`src/rtl/fxp_udiv_q4p4_iter.sv`:
```
// Iterative unsigned Q(W-F).F divider: restoring shift/subtract, one quotient bit per cycle.
// val/rdy handshake on both sides; result and overflow are held in DONE until taken.
module fxp_udiv_q4p4_iter #(
  parameter int W = 8,
  parameter int F = 4
) (
  input  logic         clk,
  input  logic         reset,
  input  logic         in_val,
  output logic         in_rdy,
  input  logic [W-1:0] in0,
  input  logic [W-1:0] in1,
  output logic         out_val,
  input  logic         out_rdy,
  output logic [W-1:0] out,
  output logic         overflow
);

  localparam int N  = W + F;
  localparam int CW = $clog2(N + 1);

  typedef enum logic [1:0] {IDLE, CALC, DONE} state_t;

  state_t         state, state_next;
  logic [N-1:0]   dvd;
  logic [W-1:0]   dsr;
  logic [W:0]     rem;
  logic [N-1:0]   quot;
  logic [CW-1:0]  cnt;

  logic [W+1:0]   trial;
  logic [W+1:0]   diff;
  logic           take;
  logic [N-1:0]   q_next;
  logic           last;

  always_comb begin
    trial  = {rem, dvd[N-1]};
    diff   = trial - {2'b00, dsr};
    take   = trial >= {2'b00, dsr};
    q_next = {quot[N-2:0], take};
    last   = (cnt == CW'(N - 1));
  end

  always_comb begin
    state_next = state;
    case (state)
      IDLE:    if (in_val)  state_next = CALC;
      CALC:    if (last)    state_next = DONE;
      DONE:    if (out_rdy) state_next = IDLE;
      default:              state_next = IDLE;
    endcase
  end

  assign in_rdy  = (state == IDLE);
  assign out_val = (state == DONE);

  always_ff @(posedge clk) begin
    if (reset) begin
      state    <= IDLE;
      out      <= '0;
      overflow <= '0;
    end else begin
      state <= state_next;
      // D == 0 drives every quotient bit to 1, so the upper-bit test already flags it
      if (state == CALC && last) begin
        overflow <= (|q_next[N-1:W]) || (dsr == '0);
        out      <= ((|q_next[N-1:W]) || (dsr == '0)) ? '0 : q_next[W-1:0];
      end
    end
  end

  always_ff @(posedge clk) begin
    case (state)
      IDLE: if (in_val) begin
        dvd  <= {in0, {F{1'b0}}};
        dsr  <= in1;
        rem  <= '0;
        quot <= '0;
        cnt  <= '0;
      end
      CALC: begin
        rem  <= take ? diff[W:0] : trial[W:0];
        dvd  <= {dvd[N-2:0], 1'b0};
        quot <= q_next;
        cnt  <= cnt + CW'(1);
      end
      default: ;
    endcase
  end

endmodule

```
`config.mk`:
```
export PLATFORM = sky130hd
export DESIGN_NAME = fxp_udiv_q4p4_iter
export DESIGN_NICKNAME = d
export VERILOG_FILES = /design/src/rtl/fxp_udiv_q4p4_iter.sv
export SDC_FILE = /design/constraint.sdc
export NUM_CORES = 1
export LEC_CHECK = 0
export CAP_MARGIN = 5
export CORE_AREA = 5 5 91 67
export DETAILED_ROUTE_END_ITERATION = 7
export DIE_AREA = 0 0 96 72
export PLACE_DENSITY = 0.79
export SLEW_MARGIN = 30
export SYNTH_ARGS = -nofsm -noshare
export SYNTH_HDL_FRONTEND = slang
export SYNTH_SLANG_ARGS = --single-unit
```
`constraint.sdc`:
```
create_clock -name clk -period 2.05 [get_ports clk]
set_input_delay 0.41 -clock clk [delete_from_list [all_inputs] [get_ports clk]]
set_output_delay 0.41 -clock clk [all_outputs]
set_load 0.05 [all_outputs]
```
==> reports/metrics.cfg, run 1 <==
[layout]
instances_no_fill=356
utilization=0.6410
drive_gt1_frac=0.2641
final_nets=313
final_area_sq_mm=0.003282
regArea_sq_mm=0.001421
multi_input_area_sq_mm=0.001089
fill_cells=406
synthToLayoutAreaGrowth_pct=32.07
antenna_cells=0

[place]
dpl.hpwl_microns=3881
dp.cells=340
place_congestion=0.9275
port_buffers=30
place_area_sq_mm=0.002992

[floorplanning]
die_y_microns=72
die_w_microns=96
die-area_sq_mm=0.006912
initial_core_util=0.4853
core_area_sq_mm=0.005120
io-pin-count=31
rows=22

[flow_run]
maxCapViolCount=0

[routing]
drc=0
drt-pass1-iter-count=5
totalWireLength_microns=5699
ant_nets=0
vias=1910
avgViaCountPerCell=5.365
initialDrtViolationCount=198
wl_per_cell_microns=16.01

[pwr]
p_leak_nw=1.277
vdd_ir_drop_max_mv=0.6078
powerDensity_mw_per_mm2=845.0

[sta]
finalHoldViolCount=0
fin_ws_ns=-0.05226
slew_headroom=0.4844
finalSetupTns_ns=-0.1925
finalSetupViolations=6
skew_ns=0.008180
final.period_utilization=1.025
drv_slew=0
rsz0062_at_grt=yes
tightest_slew_ns=0.7734
max_freq_mhz=475.7
min_period_ns=2.102

[clock_network]
max-clock-path-buffers=2
cts_tree=built
clock_latency_ns=0.31
numCtsBuffers=5
clk_pin_slew_ns=0.09
htree_levels=2
cts.sinks=51
cts_root_buf=clkbuf_8

[global_routing]
grt_max_degree=33
antenna_found_initial=0
grt_pass1_vias=1987
grt.total_usage=0.1745
grt-ovfl-total=0
grt_pass1_wl_microns=9252

[setup_path]
path_buf_inv=2
required_ns=2.20
crit_family=adder cells
crit_fanout=6
worst_setup_path_end_kind=flip-flop
path_cells=inv_1 -> ha_2 -> inv_2 -> fa_2 -> nand3_2 -> nand2_2 -> a21o_4 -> or3_4 -> a21oi_2
start_kind=flip-flop
ff2ff_path_depth=9
crit_arrival_ns=2.25
cpMaxStageDelayCell=edfxtp_1
crit_type=flip-flop to flip-flop
crit_cells=9
crit_path_max_incr_delay_ns=0.40

[synth]
ys_seq_area_frac=0.5720
synth_area_per_cell_sq_um=11.09
ys_types=43
synth_top_area_frac=0.4834
ys_seq_elements=51
yosys-top-cells-count=edfxtp_1 (40), nand2_1 (29), a21oi_1 (17)
synth_edf_count=40
synth_fp_nets=254
synth_warnings=0
synth_top_cell_by_area=edfxtp_1
post-synth-top-count-cell=edfxtp_1
ys_async_sr_fraction=0
synth-main-ff-cell=edfxtp_1
syn_inst=224
netlist_area_sq_mm=0.002485
synth.area.top_cells=edfxtp_1 (48%), dfxtp_1 (8.9%), ha_1 (4.5%)

[hold_path]
holdCritPathClass=flip-flop to flip-flop
holdPathStages=2

[run_status]
violations=negative setup slack
status=finished with violations

## through the flow
stage	power, W	setup WS, ns	hold slack (ns)
3_3_place_gp	0.001953	-0.05064	0.4493
3_5_place_dp	0.001981	-0.1321	0.4568
4_1_cts	0.002679	-0.03154	0.4670
6_report	0.002773	-0.05226	0.4662
2_1_floorplan	0.001721	0.04504	0.4680
5_1_grt	0.002914	-0.1718	0.4994
## path summary, 6_finish.rpt
check | startpoint | endpoint | slack (ns)
setup / recovery | dvd[11] | rem[8] | -0.05
hold / removal | out[0] | out[0] | 0.47
setup reg to reg | dvd[11] | rem[8] | -0.05
hold reg to reg | out[0] | out[0] | 0.47
## cells in the final DEF, fill, tap and decap left out, types with 3 or more instances in the layout
master / instances
buf_6: 3
xor2_1: 5
nor2b_1: 4
inv_1: 11
a22oi_1: 7
nand4_1: 4
and2_1: 13
nand3_2: 3
o21ai_2: 7
a21oi_1: 10
dfxtp_1: 11
ha_1: 6
buf_4: 29
nand2_1: 27
nor2_1: 14
edfxtp_1: 40
clkdlybuf4s50_1: 28
nand3_1: 6
nor3_1: 3
a21oi_2: 7
clkbuf_8: 5
## per-layer routing
layer	vias up	global-route usage	share of wire
li1	924	-	-
met1	922	0.2363	0.46
met2	58	0.2754	0.48
met3	6	0.04870	0.057
met4	0	0.04890	0.010
met5	-	0	0
## kinds of logic after synthesis
logic type      share of synthesized area
xor+xnor                          0.02115
flops                              0.5720
buf+inv                           0.04279
fa+ha+maj                         0.05337
simple gates                       0.1853
compound gates                     0.1214
mux                              0.004028
## cell type report
cell class	instances	area share
clock inverter	3	0.007244
clock buffer	5	0.02097
sequential	51	0.4331
timing repair buffer	61	0.1658
inverter	12	0.01372
multi-input combinational	152	0.3317
tap	72	0.02745
## sequential cells by signal, summed over array words and instances (netlist names)
name / count
dsr: 8
quot: 11
overflow: 1
dvd: 8
cnt: 4
state: 2
out: 8
rem: 9
## repair_timing
item                                    in CTS  in global routing
buffers inserted                             5                  3
endpoints found under the setup margin      10                 12
pin swaps                                    7                  4
gates cloned                                 0                  0
gates resized for setup                     22                 18
endpoints found under the hold margin        0                  0
hold buffers                                 0                  0
## power by group
group / internal [W] / leakage, nW / switching (W)
clock network: 0.000247 / 0.0461 / 0.000357
logic: 0.000406 / 0.736 / 0.000468
registers: 0.00124 / 0.495 / 0.0000549
total: 0.00189 / 1.28 / 0.000879
## worst reg2reg max path: stages, from the launching register on
cell	delay (ns)
edfxtp_1	0.40
inv_1	0.09
ha_2	0.20
inv_2	0.04
fa_2	0.35
nand3_2	0.09
nand2_2	0.07
a21o_4	0.24
or3_4	0.34
a21oi_2	0.13
Power figures use the tool's default switching activity.
==> run 2, diff against run 1 <==
- CAP_MARGIN: 5 -> unset
- PLACE_DENSITY: 0.79 -> 0.76
==> run 2 against run 1 <==
  * The flow still finishes with violations (negative setup slack)
  * Critical endpoint is now rem[0]
  * Combinational power decreased by 0.8%
  * Hold slack got worse by 0.0068 ns
  * Utilization down 0.51 points
  * First-iteration DRC count down 31%
  * Count of clock-buffer cells in the layout up 2
  * Total power rose by 1.5%
  * Cell area fell by 0.80%
  * Clock skew shrank 0.0035 ns
  * Via count fell by 0.89%
  * Critical path depth did not move
==> reports/metrics.cfg, run 2 (same netlist as run 1, synthesis figures left out) <==
[routing]
drc=0  ; unchanged
vias=1893  ; -0.89%
initialDrtViolationCount=137  ; -31%
wl_per_cell_microns=16.18  ; +1.1%
ant_nets=0  ; unchanged
drt-pass1-iter-count=4  ; -1
totalWireLength_microns=5664  ; -0.61%
avgViaCountPerCell=5.409  ; +0.81%

[sta]
skew_ns=0.004667  ; -0.003513 ns
finalSetupViolations=8  ; +2
fin_ws_ns=-0.1097  ; -0.05741 ns
slew_headroom=0.4783  ; -0.006060
min_period_ns=2.160  ; +0.05741 ns
tightest_slew_ns=0.7825  ; +0.009090 ns
rsz0062_at_grt=yes
final.period_utilization=1.053  ; +0.02800
finalSetupTns_ns=-0.4650  ; -0.2725 ns
finalHoldViolCount=0  ; unchanged
drv_slew=0  ; unchanged
max_freq_mhz=463.0  ; -2.7%

[pwr]
p_int_w=0.001958  ; +3.4%
p_seq_frac=0.462  ; -0.005
pwr-share-comb=0.308  ; -0.007
switching_share=0.3043  ; -0.01274
clockPowerShare=0.230  ; +0.012
p_total_w=0.002815  ; +1.5%
powerDensity_mw_per_mm2=864.5  ; +2.3%
p_switching_w=0.0008565  ; -2.6%
vdd_ir_drop_max_mv=0.5676  ; -6.6%
p_leak_nw=1.255  ; -1.7%

[layout]
mostFrequentLayoutCells=edfxtp_1 (40), nand2_1 (28), clkdlybuf4s50_1 (28), buf_4 (22), nor2_1 (15)
antenna_cells=0  ; unchanged
largest_reg_flops=11  ; unchanged
drive_gt1_frac=0.2230  ; -0.04106
final_nets=307  ; -1.9%
instances_no_fill=350  ; -1.7%
synthToLayoutAreaGrowth_pct=31.02
regArea_sq_mm=0.001421  ; unchanged
final_area_sq_mm=0.003256  ; -0.80%
multi_input_area_sq_mm=0.001081  ; -0.69%
top_register=quot
fill_cells=377  ; -7.1%
final_common_cell=edfxtp_1
biggestRegsByFlops=quot x11, rem x9

[floorplanning]
die_w_microns=96  ; unchanged
rows=22  ; unchanged
initial_core_util=0.4853  ; unchanged
core_area_sq_mm=0.005120  ; unchanged
io-pin-count=31  ; unchanged
die-area_sq_mm=0.006912  ; unchanged
die_y_microns=72  ; unchanged

[global_routing]
grt_pass1_vias=1880  ; -5.4%
antenna_found_initial=0  ; unchanged
grt_max_degree=33  ; unchanged
grt-ovfl-total=0  ; unchanged
grt_pass1_wl_microns=8790  ; -5.0%
grt.total_usage=0.1639  ; -0.01062

[setup_path]
crit_type=flip-flop to flip-flop
start_kind=flip-flop
required_ns=2.11  ; -0.09 ns
crit_fanout=6  ; unchanged
crit_arrival_ns=2.22  ; -0.03 ns
worst_setup_path_end_kind=flip-flop

[flow_run]
maxCapViolCount=0  ; unchanged

[place]
dp.cells=332  ; -2.4%
place_ws_ns=-0.05074  ; +0.08131 ns
dpl.hpwl_microns=3703  ; -4.6%
place_area_sq_mm=0.002932  ; -2.0%
place_congestion=0.8541  ; -7.9%
port_buffers=30  ; unchanged

[clock_network]
cts_root_buf=clkbuf_8
cts_tree=built
clock_latency_ns=0.30  ; about the same
cts.sinks=51  ; unchanged
htree_levels=2  ; unchanged
max-clock-path-buffers=2  ; unchanged
clk_pin_slew_ns=0.09  ; about the same
numCtsBuffers=5  ; unchanged
ctsHoldBuffers=0  ; unchanged

[run_status]
violations=negative setup slack
status=finished with violations

[hold_path]
holdCritPathClass=flip-flop to flip-flop

run 2: critical path: stages (launching register included):
cell	delay (ns)
edfxtp_1	0.40
inv_1	0.08
ha_2	0.19
inv_2	0.04
fa_2	0.35
nand3_2	0.11
nand2_2	0.08
a21o_4	0.26
buf_6	0.13
o311a_1	0.28
run 2: cell type report:
cell class / instances / share of cell area
multi-input cells: 152 / 0.3321
clock inverters: 1 / 0.002690
well taps: 72 / 0.02767
flip-flops and latches: 51 / 0.4366
clock buffers: 7 / 0.02998
repair buffers: 55 / 0.1572
inverters: 12 / 0.01384
run 2: layer usage:
layer,global-route usage,routed length [microns],up-vias
li1,-,-,903
met1,0.2252,2667,929
met2,0.2448,2653,57
met3,0.04663,298,4
met4,0.06467,45,0
met5,0,0,-
run 2: worst paths after layout:
kind	slack, ns	cells after the start	startpoint	endpoint
setup / recovery	-0.11	9	dvd[11]	rem[0]
hold / removal	0.46	2	out[0]	out[0]
setup reg to reg	-0.11	9	dvd[11]	rem[0]
hold reg to reg	0.46	2	out[0]	out[0]
run 2: per-stage QoR:
stage	util	hold slack (ns)
2_1_floorplan	-	0.4680
3_3_place_gp	0.5726	0.4519
3_5_place_dp	0.5726	0.4452
4_1_cts	0.6034	0.4574
5_1_grt	0.6359	0.4852
6_report	0.6359	0.4594
run 2: power by group through the flow:
stage          clock [W]  combinational (W)  sequential (W)
4_1_cts         0.000660           0.000672         0.00129
3_3_place_gp           0           0.000610         0.00131
2_1_floorplan          0           0.000422         0.00130
3_5_place_dp           0           0.000625         0.00131
6_report        0.000648           0.000867         0.00130
5_1_grt         0.000706           0.000934         0.00131
run 2: what timing repair did:
| action | CTS | global route |
|---|---|---|
| resized for setup | 12 | 26 |
| pin swaps | 4 | 10 |
| setup endpoints to repair | 9 | 11 |
| buffers inserted | 2 | 8 |
==> run 3, diff against run 2 <==
- SKIP_LAST_GASP: unset -> 1
==> run 3 against run 2 <==
  * The run still ends with negative setup slack left
  * Combinational power down 1%
  * Register-to-register slack gained 0.02 ns
  * Sequential share of layout area up 0.12 points
  * Clock skew decreased by 0.00064 ns
  * Total power decreased by 0.37%
  * Hold slack worse by 0.0037 ns
  * Critical path depth is the same
  * Sequential cell count did not move
  * Die area unchanged
  * Clock power barely moved
  * Largest power group unchanged
==> reports/metrics.cfg, run 3 (same netlist as run 1, synthesis figures left out) <==
[clock_network]
cts_root_buf=clkbuf_8
clk_pin_slew_ns=0.09  ; about the same
ctsHoldBuffers=0  ; unchanged
clock_latency_ns=0.30  ; about the same
cts_tree=built
cts.sinks=51  ; unchanged
numCtsBuffers=5  ; unchanged
max-clock-path-buffers=2  ; unchanged
htree_levels=2  ; unchanged

[sta]
finalSetupViolations=5  ; -3
skew_ns=0.004031  ; -0.0006356 ns
tightest_slew_ns=0.7869  ; +0.004397 ns
final.period_utilization=1.043  ; -0.01044
finalHoldViolCount=0  ; unchanged
fin_ws_ns=-0.08827  ; +0.02140 ns
min_period_ns=2.138  ; -0.02140 ns
rsz0062_at_grt=yes
max_freq_mhz=467.7  ; +1.0%
hold_ws_ns=0.4557  ; -0.003742 ns
finalSetupTns_ns=-0.3161  ; +0.1489 ns
slew_headroom=0.4754  ; -0.002931
drv_slew=0  ; unchanged

[layout]
multi_input_area_sq_mm=0.001072  ; -0.81%
final_nets=307  ; unchanged
regArea_sq_mm=0.001421  ; unchanged
largest_reg_flops=11  ; unchanged
drive_gt1_frac=0.2158  ; -0.007194
fill_cells=380  ; +0.80%
biggestRegsByFlops=quot x11, rem x9
top_register=quot
final_common_cell=edfxtp_1
utilization=0.6342  ; -0.001711
synthToLayoutAreaGrowth_pct=30.66
mostFrequentLayoutCells=edfxtp_1 (40), nand2_1 (28), clkdlybuf4s50_1 (28), buf_4 (22), nor2_1 (15)
antenna_cells=0  ; unchanged

[flow_run]
maxCapViolCount=0  ; unchanged

[routing]
avgViaCountPerCell=5.369  ; -0.74%
drc=0  ; unchanged
totalWireLength_microns=5623  ; -0.72%
ant_nets=0  ; unchanged
vias=1879  ; -0.74%
initialDrtViolationCount=149  ; +8.8%
drt-pass1-iter-count=4  ; unchanged
wl_per_cell_microns=16.07  ; -0.72%

[pwr]
vdd_ir_drop_max_mv=0.5682  ; +0.10%
powerDensity_mw_per_mm2=863.7  ; about the same
p_leak_nw=1.253  ; -0.11%

[place]
place_congestion=0.8541  ; unchanged
port_buffers=30  ; unchanged
dpl.hpwl_microns=3703  ; unchanged
place_ws_ns=-0.05074  ; unchanged

[hold_path]
min_to=out[0]
hp-start=out[0]
holdCritPathClass=flip-flop to flip-flop
holdPathStages=2  ; unchanged

[global_routing]
antenna_found_initial=0  ; unchanged
grt_pass1_wl_microns=8790  ; unchanged
grt.total_usage=0.1639  ; unchanged
grt_pass1_vias=1880  ; unchanged
grt-ovfl-total=0  ; unchanged
grt_max_degree=33  ; unchanged

[setup_path]
worst-r2r-setup-slack_ns=-0.09  ; +0.02 ns
required_ns=2.11  ; about the same
crit_arrival_ns=2.20  ; -0.02 ns
worst_setup_path_end_kind=flip-flop
crit_type=flip-flop to flip-flop
crit_fanout=6  ; unchanged
r2r-start=dvd[11]
ff2ff_path_depth=9  ; unchanged
start_kind=flip-flop
worstReg2RegEnd=rem[0]

[floorplanning]
die-area_sq_mm=0.006912  ; unchanged
rows=22  ; unchanged
die_y_microns=72  ; unchanged
initial_core_util=0.4853  ; unchanged
die_w_microns=96  ; unchanged
core_area_sq_mm=0.005120  ; unchanged
io-pin-count=31  ; unchanged

[run_status]
violations=negative setup slack
status=finished with violations

==> run 3: what timing repair did <==
item	CTS	global route
setup endpoints to repair	9	11
pin swaps	4	9
resized for setup	12	24
setup buffers	2	8
==> run 3: through the flow <==
stage | power (W) | cells | instance area [sq um]
2_1_floorplan | 0.001721 | 224 | 2492
3_3_place_gp | 0.001920 | 332 | 2932
3_5_place_dp | 0.001940 | 332 | 2932
4_1_cts | 0.002624 | 342 | 3089
5_1_grt | 0.002942 | 350 | 3247
6_report | 0.002804 | 350 | 3247
==> run 3: routing by layer <==
metal,up-vias,track usage,wire [microns]
met2,73,0.2448,2618
met5,-,0,0
met1,896,0.2252,2610
met3,4,0.04663,354
met4,0,0.06467,40
li1,906,-,-
==> run 3: power by group <==
part	switching (W)	internal (W)	leakage, nW	total, W
Combinational	0.000464	0.000395	0.705	0.000858
Clock	0.000327	0.000320	0.0540	0.000647
Sequential	0.0000579	0.00124	0.495	0.00130
==> run 3: worst max-delay path, cell delays in order (launching register included) <==
cell	delay (ns)
edfxtp_1	0.40
inv_1	0.08
ha_2	0.18
inv_2	0.04
fa_2	0.35
nand3_2	0.11
nand2_2	0.08
a21o_4	0.25
buf_6	0.13
o311a_1	0.28
==> run 3: worst max-delay path by stage <==
stage | start | slack [ns] | end
floorplan | dvd[11] | 0.05 | rem[0]
global placement | dvd[11] | -0.01 | rem[3]
detailed placement | dvd[11] | -0.05 | rem[1]
CTS | dvd[11] | -0.007 | rem[7]
global route | dvd[11] | -0.18 | rem[0]
finish | dvd[11] | -0.09 | rem[0]
==> run 3: final cells by class <==
type	count	area share
Multi-Input combinational cell	152	0.3303
Clock buffer	7	0.03006
Clock inverter	1	0.002697
Timing Repair Buffer	55	0.1576
Tap cell	72	0.02775
Inverter	12	0.01387
Sequential cell	51	0.4378
